<file path="src/rtl/falafel_lsu.sv">
// rtl/falafel_lsu.sv - allocator load/store unit: lock, header load/insert/delete over one memory port
// req_i = {addr[63:0], size[63:0], next_addr[63:0], val, lsu_op[2:0]}; rsp_o = {addr, size, next_addr, val}.
module falafel_lsu #(
  parameter logic [63:0] LOCK_ADDR = 64'h0
) (
  input  logic         clk_i,
  input  logic         rst_i,
  input  logic [195:0] req_i,
  output logic         req_ready_o,
  output logic [192:0] rsp_o,
  output logic         rsp_valid_o,
  input  logic         rsp_ready_i,
  output logic         mem_req_o,
  output logic         mem_we_o,
  output logic [63:0]  mem_addr_o,
  output logic [63:0]  mem_wdata_o,
  input  logic         mem_gnt_i,
  input  logic         mem_rvalid_i,
  input  logic [63:0]  mem_rdata_i
);
  localparam logic [2:0] OP_LOCK    = 3'd0;
  localparam logic [2:0] OP_UNLOCK  = 3'd1;
  localparam logic [2:0] OP_LOAD    = 3'd2;
  localparam logic [2:0] OP_SET_INS = 3'd3;
  localparam logic [2:0] OP_INSERT  = 3'd4;
  localparam logic [2:0] OP_DELETE  = 3'd5;

  typedef enum logic [3:0] {
    IDLE, LOCK_RD, LOCK_WR, RD_SIZE, RD_NEXT, WR_SIZE, WR_NEXT, WR_LINK, RSP
  } state_t;

  state_t       state_q;
  logic [2:0]   op_q;
  logic [63:0]  addr_q, size_q, next_q, ins_addr_q;
  logic         ins_valid_q, wait_q, mem_req_q, mem_we_q, rsp_valid_q;
  logic [63:0]  mem_addr_q, mem_wdata_q;
  logic [192:0] rsp_q;

  logic [63:0]  req_addr, req_size, req_next;
  logic [2:0]   req_op;
  logic         req_val, misaligned, accept;
  logic [192:0] done_rsp;

  assign req_addr    = req_i[195:132];
  assign req_size    = req_i[131:68];
  assign req_next    = req_i[67:4];
  assign req_val     = req_i[3];
  assign req_op      = req_i[2:0];
  assign misaligned  = (req_addr[2:0] != 3'b000);
  assign req_ready_o = (state_q == IDLE) && !rsp_valid_q;
  assign accept      = req_val && req_ready_o;
  assign done_rsp    = {addr_q, size_q, next_q, 1'b1};

  assign rsp_o       = rsp_q;
  assign rsp_valid_o = rsp_valid_q;
  assign mem_req_o   = mem_req_q;
  assign mem_we_o    = mem_we_q;
  assign mem_addr_o  = mem_addr_q;
  assign mem_wdata_o = mem_wdata_q;

  always_ff @(posedge clk_i or posedge rst_i) begin
    if (rst_i) begin
      state_q     <= IDLE;
      op_q        <= 3'd0;
      addr_q      <= 64'h0;
      size_q      <= 64'h0;
      next_q      <= 64'h0;
      ins_addr_q  <= 64'h0;
      ins_valid_q <= 1'b0;
      wait_q      <= 1'b0;
      mem_req_q   <= 1'b0;
      mem_we_q    <= 1'b0;
      mem_addr_q  <= 64'h0;
      mem_wdata_q <= 64'h0;
      rsp_valid_q <= 1'b0;
      rsp_q       <= '0;
    end else begin
      case (state_q)
        IDLE: if (accept) begin
          addr_q <= req_addr;
          size_q <= req_size;
          next_q <= req_next;
          op_q   <= req_op;
          rsp_q  <= {req_addr, req_size, req_next, 1'b0};
          // Default is an immediate error response; memory ops override below.
          state_q     <= RSP;
          rsp_valid_q <= 1'b1;
          case (req_op)
            OP_LOCK: begin
              state_q <= LOCK_RD; rsp_valid_q <= 1'b0;
              mem_req_q <= 1'b1; mem_we_q <= 1'b0; mem_addr_q <= LOCK_ADDR;
            end
            OP_UNLOCK: begin
              state_q <= LOCK_WR; rsp_valid_q <= 1'b0;
              mem_req_q <= 1'b1; mem_we_q <= 1'b1; mem_addr_q <= LOCK_ADDR; mem_wdata_q <= 64'h0;
            end
            OP_LOAD: if (!misaligned) begin
              state_q <= RD_SIZE; rsp_valid_q <= 1'b0;
              mem_req_q <= 1'b1; mem_we_q <= 1'b0; mem_addr_q <= req_addr;
            end
            OP_SET_INS: begin
              ins_addr_q <= req_addr; ins_valid_q <= 1'b1; rsp_q[0] <= 1'b1;
            end
            OP_INSERT: if (!misaligned && ins_valid_q) begin
              state_q <= WR_SIZE; rsp_valid_q <= 1'b0;
              mem_req_q <= 1'b1; mem_we_q <= 1'b1; mem_addr_q <= req_addr; mem_wdata_q <= req_size;
            end
            OP_DELETE: if (!misaligned) begin
              state_q <= WR_NEXT; rsp_valid_q <= 1'b0;
              mem_req_q <= 1'b1; mem_we_q <= 1'b1;
              mem_addr_q <= req_addr + 64'd8; mem_wdata_q <= req_next;
            end
            default: ;
          endcase
        end
        RSP: if (rsp_ready_i) begin
          rsp_valid_q <= 1'b0;
          state_q     <= IDLE;
        end
        default: begin
          if (mem_req_q) begin
            if (mem_gnt_i) begin
              mem_req_q <= 1'b0;
              wait_q    <= 1'b1;
            end
          end else if (wait_q && mem_rvalid_i) begin
            wait_q <= 1'b0;
            case (state_q)
              LOCK_RD: if (mem_rdata_i != 64'h0) begin
                mem_req_q <= 1'b1;
              end else begin
                state_q <= LOCK_WR;
                mem_req_q <= 1'b1; mem_we_q <= 1'b1; mem_wdata_q <= 64'h1;
              end
              RD_SIZE: begin
                size_q <= mem_rdata_i; state_q <= RD_NEXT;
                mem_req_q <= 1'b1; mem_addr_q <= addr_q + 64'd8;
              end
              RD_NEXT: begin
                rsp_q <= {addr_q, size_q, mem_rdata_i, 1'b1};
                rsp_valid_q <= 1'b1; state_q <= RSP;
              end
              WR_SIZE: begin
                state_q <= WR_NEXT;
                mem_req_q <= 1'b1; mem_addr_q <= addr_q + 64'd8; mem_wdata_q <= next_q;
              end
              WR_NEXT: if (op_q == OP_INSERT) begin
                state_q <= WR_LINK;
                mem_req_q <= 1'b1; mem_addr_q <= ins_addr_q + 64'd8; mem_wdata_q <= addr_q;
              end else begin
                rsp_q <= done_rsp; rsp_valid_q <= 1'b1; state_q <= RSP;
              end
              LOCK_WR, WR_LINK: begin
                rsp_q <= done_rsp; rsp_valid_q <= 1'b1; state_q <= RSP;
              end
              default: state_q <= IDLE;
            endcase
          end
        end
      endcase
    end
  end
endmodule

</file>
<file path="config.mk">
export PLATFORM = sky130hd
export DESIGN_NAME = falafel_lsu
export DESIGN_NICKNAME = d
export VERILOG_FILES = /design/src/rtl/falafel_lsu.sv
export SDC_FILE = /design/constraint.sdc
export NUM_CORES = 2
export LEC_CHECK = 0
export ABC_AREA = 0
export BUFFER_PORTS_ARGS = -buffer_cell sky130_fd_sc_hd__buf_2
export CELL_PAD_IN_SITES_DETAIL_PLACEMENT = 0
export CELL_PAD_IN_SITES_GLOBAL_PLACEMENT = 1
export CORE_UTILIZATION = 39
export DETAILED_ROUTE_END_ITERATION = 10
export PLACE_DENSITY = 0.88
export SLEW_MARGIN = 20
export SYNTH_ARGS = -nofsm -noshare
export SYNTH_HDL_FRONTEND = slang
export SYNTH_SLANG_ARGS = --single-unit
</file>
<file path="constraint.sdc">
create_clock -name clk_i -period 18.2 [get_ports clk_i]
set_input_delay 1.82 -clock clk_i [delete_from_list [all_inputs] [get_ports clk_i]]
set_output_delay 1.82 -clock clk_i [all_outputs]
set_load 0.05 [all_outputs]
</file>
### After elaboration in Yosys (flattened, before gate mapping)

Cells that the tools add are included.

* add/sub/neg operators: 3
* equal/unequal tests: 33
* multiplexer cells: 75
* bitwise gates (word level): 2
* reduce and logical (&&, ||, !) cells: 37

Operators by type and width (count)
* $mux 64: 18
* $mux 193: 4
* $pmux 193 s3: 1
* $pmux 64 s2: 4
* $pmux 193 s2: 1
* $pmux 64 s3: 2
* $pmux 64 s4: 1
* $add 64x4->64 const B: 3
* $reduce_bool 64->1: 1
* $pmux 4 s5: 2
* $mux 4: 9
* $reduce_and 10->1: 3
* $mux 1: 24
* $ne 3x3->1 const B: 7
* $eq 4x3->1 const B: 4
* $reduce_and 5->1: 3
* $reduce_and 6->1: 2
* $reduce_bool 4->1: 3
* $pmux 1 s2: 5
* $reduce_or 2->1: 5
* $eq 3x3->1 const B: 3
* $reduce_bool 3->1: 3
* $eq 4x2->1 const B: 2
* $ne 2x2->1 const B: 4
* 23 further kinds: 36

* register bits after elaboration: 589
* input port bits: 265
* output and inout port bits: 325
* logic and storage cells: 164

### Logic depth before layout (Yosys ltp)

* word-level depth: 7
* mapped depth: 20
* depth with buffers taken out: 11

### Worst setup path before layout

Ideal clock, no wire load.

* path type: register to register
* start point: register state_q[0]
* end point: register mem_addr_q[57], in the netlist mem_addr_o[57]
* library setup time: 0.125 ns
* data arrival time: 4.640 ns
* required time: 18.075 ns
* path slack: 13.435 ns
* cell stages (with the launch flop): 21
* buffers on the path: 9
* clock period less this slack: 4.765 ns
* cells stage by stage: dfrtp_1 buf_6 and4bb_1 buf_2 buf_2 buf_2 buf_2 buf_2 buf_2 clkbuf_1 nand2_1 nand2_1 ha_1 clkbuf_1 nand2_1 nor3_1 a32oi_1 or4_1 or4_1 a31oi_1 a21oi_1

* longest elaborated chain between the ends: 6
* elaborated cells between the ends (all ways): 23
* classes of those cells: eq/ne: 11; mux: 4; bitwise: 1; reduce/logical: 7

RTL lines
* start, declared: line 32 `state_t state_q;`
* start signal, assigned: line 63 `state_q <= IDLE;`
* start signal, assigned: line 86 `state_q <= RSP;`
* start signal, assigned: line 90 `state_q <= LOCK_RD; rsp_valid_q <= 1'b0;`
* $eq 4x3->1 / $eq 4x2->1 (equally long branches): line 128 `case (state_q)`
* $reduce_or 2->1 (no source line)
* $pmux 64 s2: line 128
* $mux 64: line 126 `end else if (wait_q && mem_rvalid_i) begin`
* $mux 64: line 121 `if (mem_req_q) begin`
* $pmux 64 s2: line 78 `case (state_q)`
* end signal, assigned: line 111 `mem_addr_q <= req_addr + 64'd8; mem_wdata_q <= req_next;`
* end, declared: line 36 `logic [63:0] mem_addr_q, mem_wdata_q;`

Parallel ways exist; a longest one is shown, timed or not. The select of a mux whose other input is x is not followed.
A chain may end at the register's enable or synchronous reset.

### Final worst setup path

* start point: register state_q[1]
* end point: output req_ready_o

* longest elaborated chain between the ends: 2

RTL lines
* $logic_not 4->1: line 50 `assign req_ready_o = (state_q == IDLE) && !rsp_valid_q;`
* $logic_and 1x1->1: line 50
* end, declared: line 9 `output logic req_ready_o,`

Every way passes these cells.

==> metrics <==
status completed; CTS Buf Count 68; CP max FO 48; fin nets 4079; Main synth FF type dfrtp_1; drt pass-1 iters 9; Clock Latency Late Sink 0.63 ns; Yosys cell types 71; measured slew at the worst slew-check pin 1.09 ns; crit path kind flip-flop to output port; CP bufs+invs 1; largest net degree at the start of global routing 175; count of hold buffers inserted by post-cts repair 0; First DRT Iteration DRCs 3468; Worst Setup Start Kind flip-flop; core area 0.0793 mm²; register area share after synthesis 47.0%; via count 29.6k; drt drc 0; synth warn 0; commonest cells after routing, fill and taps aside dfrtp_1 (589), buf_2 (588), nand2_1 (385); delay-heaviest family, CP simple AND/OR/NAND/NOR gates; slowest stage cell, crit path or4_4; Tot GR Track Use 30.4%; CTS root buf clkbuf_16; crit path to req_ready_o; clock slew at reported path FFs 0.06 ns; worst-case reg-to-reg path depth 12; CP peak stage delay 0.93 ns; number of stages on the worst setup path 3; Die W 286 µm; number of max-cap violations 0; Setup Fix Bufs, Post-CTS 0; LEAKAGE 16.2 nW; number of synthesized register bits 589; hold path start rsp_o[159]; PortBufs 589; Data arrival, critical path 2.83 ns; Required @ worst endpoint 16.38 ns; Mapped Avg Cell Area 9.27 µm²; fin cells 4926; crit path launch state_q[1]; # setup viols final 0; Final Hold Vio Count 0; first-pass GRT wire length 186000 µm; Detail Route Antenna Nets 0; commonest non-fill, non-tap cell in the layout dfrtp_1; die area 0.0815 mm²; slew margin rel. 26.0%; starting density of the core 39.6%; HP Class flip-flop to flip-flop; asr flop ratio synth 100%; Area Overhead vs Synth 19.2%; via count of the first global-routing pass 27.8k; number of I/O pins 590; Max Slew Vio Count 0; clk buf depth 3; worst hold slack 0.469 ns; EDFF count, synth 0; TritonCTS clock tree built; Post-CTS Resized 0; WL final 128000 µm; Post-Place Cells 4792; skew final 0.0313 ns; Worst R2R Setup Slack 13.56 ns; clk sinks 589; drt wl/cell 25.9 µm; post-DR vias/cell 6.00; Final GP Congestion 0.964; layout cells sized above 1 26.0%; Mapped Area 0.0314 mm²; row cnt 103; Cells after Synth 3381; crit end category output port; Max IR drop VDD 0.000173 V; die height 286 µm; worst reg2reg endpoint mem_addr_o[49]; Final min period 4.65 ns; RSZ-0062 raised after global routing no; grt ovf 0; R2R Path Start state_q[3]; Setup Total Neg Slack 0 ns; Cell Pwr Density 216 mW/mm²; initial antenna violation count 24; CP Cell Sequence or4_4 > nor2_1 > buf_2; FMAX 0.215 GHz; HPWL after detailed placement 91300 µm; Hold Path Cell Cnt 2; final period utilization 25.5%; CTS H-tree depth 3; Mapped Nets 3648
==> stage by stage <==
step	setup slack, ns	instance area (µm²)	util, %	power (W)
floorplan	8.35	31400	-	0.00534
global placement	12.98	35100	44.2	0.00654
detailed placement	12.98	35100	44.2	0.00662
CTS	13.52	37400	47.1	0.00806
global route	13.21	37400	47.2	0.00848
finish	13.55	37400	47.2	0.00808
==> power breakdown <==
| part | internal, W | total [W] | switching (W) | leakage [nW] |
|---|---|---|---|---|
| Combinational | 0.00115 | 0.00397 | 0.00282 | 7.87 |
| Clock | 0.000831 | 0.00143 | 0.000597 | 1.12 |
| Sequential | 0.00196 | 0.00268 | 0.000720 | 7.16 |
==> flip-flops by register name (all words and copies together), names as in the netlist, 4 cells and up <==
register	cells
addr_q	64
ins_addr_q	64
mem_addr_o	64
mem_wdata_o	64
next_q	64
rsp_o	193
size_q	64
state_q	4
==> per-layer routing <==
| layer | routed length, µm | GRT usage, % | up-vias |
|---|---|---|---|
| li1 | - | - | 13177 |
| met1 | 53300 | 41.5 | 14531 |
| met2 | 57000 | 45.9 | 1547 |
| met3 | 12600 | 7.98 | 292 |
| met4 | 4660 | 11.8 | 20 |
| met5 | 120 | 0 | - |
==> area by class of cell <==
type                    instances  area [µm²]
repair buffers                637        3340
flip-flops and latches        589       14700
inverters                      20        78.8
clock inverters                27         388
well taps                    1050        1310
multi-input cells            2496       15600
clock buffers                  92        1910
fillers                      7564       41900
diodes                         15        37.5
==> worst min path at each step <==
stage / to / slack (ns)
after global routing: rsp_o[186] / 0.49
after CTS: rsp_o[153] / 0.48
after global placement: rsp_o[99] / 0.46
final: rsp_o[159] / 0.47
after floorplan: op_q[1] / 0.45
after detailed placement: mem_addr_o[23] / 0.46
==> cell usage after synthesis, types with 8 or more instances <==
cell type | n | area (µm²)
a21oi_1 | 366 | 1830
a221o_1 | 9 | 90.1
a222oi_1 | 67 | 671
a22oi_1 | 8 | 60.1
a31oi_1 | 58 | 363
a41oi_1 | 8 | 70.1
and2_1 | 73 | 457
and3_1 | 17 | 106
and4_1 | 13 | 114
buf_1 | 26 | 97.6
buf_2 | 16 | 80.1
clkbuf_1 | 231 | 867
dfrtp_1 | 589 | 14700
inv_1 | 20 | 75.1
mux2_2 | 227 | 2560
mux2i_1 | 173 | 1730
nand2_1 | 386 | 1450
nand3_1 | 73 | 365
nand4_1 | 64 | 400
nor2_1 | 313 | 1170
nor3_1 | 50 | 250
nor4_1 | 68 | 425
o211ai_1 | 18 | 135
o21ai_0 | 295 | 1480
o31ai_1 | 11 | 82.6
or3_1 | 8 | 50.1
or4_1 | 17 | 128
xnor2_1 | 31 | 272
xor2_1 | 26 | 228
==> worst min-delay path: stages, from the launching register on <==
cell and delay, ns:
dfrtp_1 0.33, nand2_1 0.04, o21ai_0 0.06
==> cell families after synthesis <==
family / share of synthesized area [%]
AOI/OAI and AO/OA: 17.4
xor gates and xnor gates: 1.59
adders and majority gates: 0.0798
buffers and inverters: 3.66
DFF: 47.0
muxes: 13.7
and+or+nand+nor: 16.6
No activity file was read; power rests on OpenSTA's default activity.
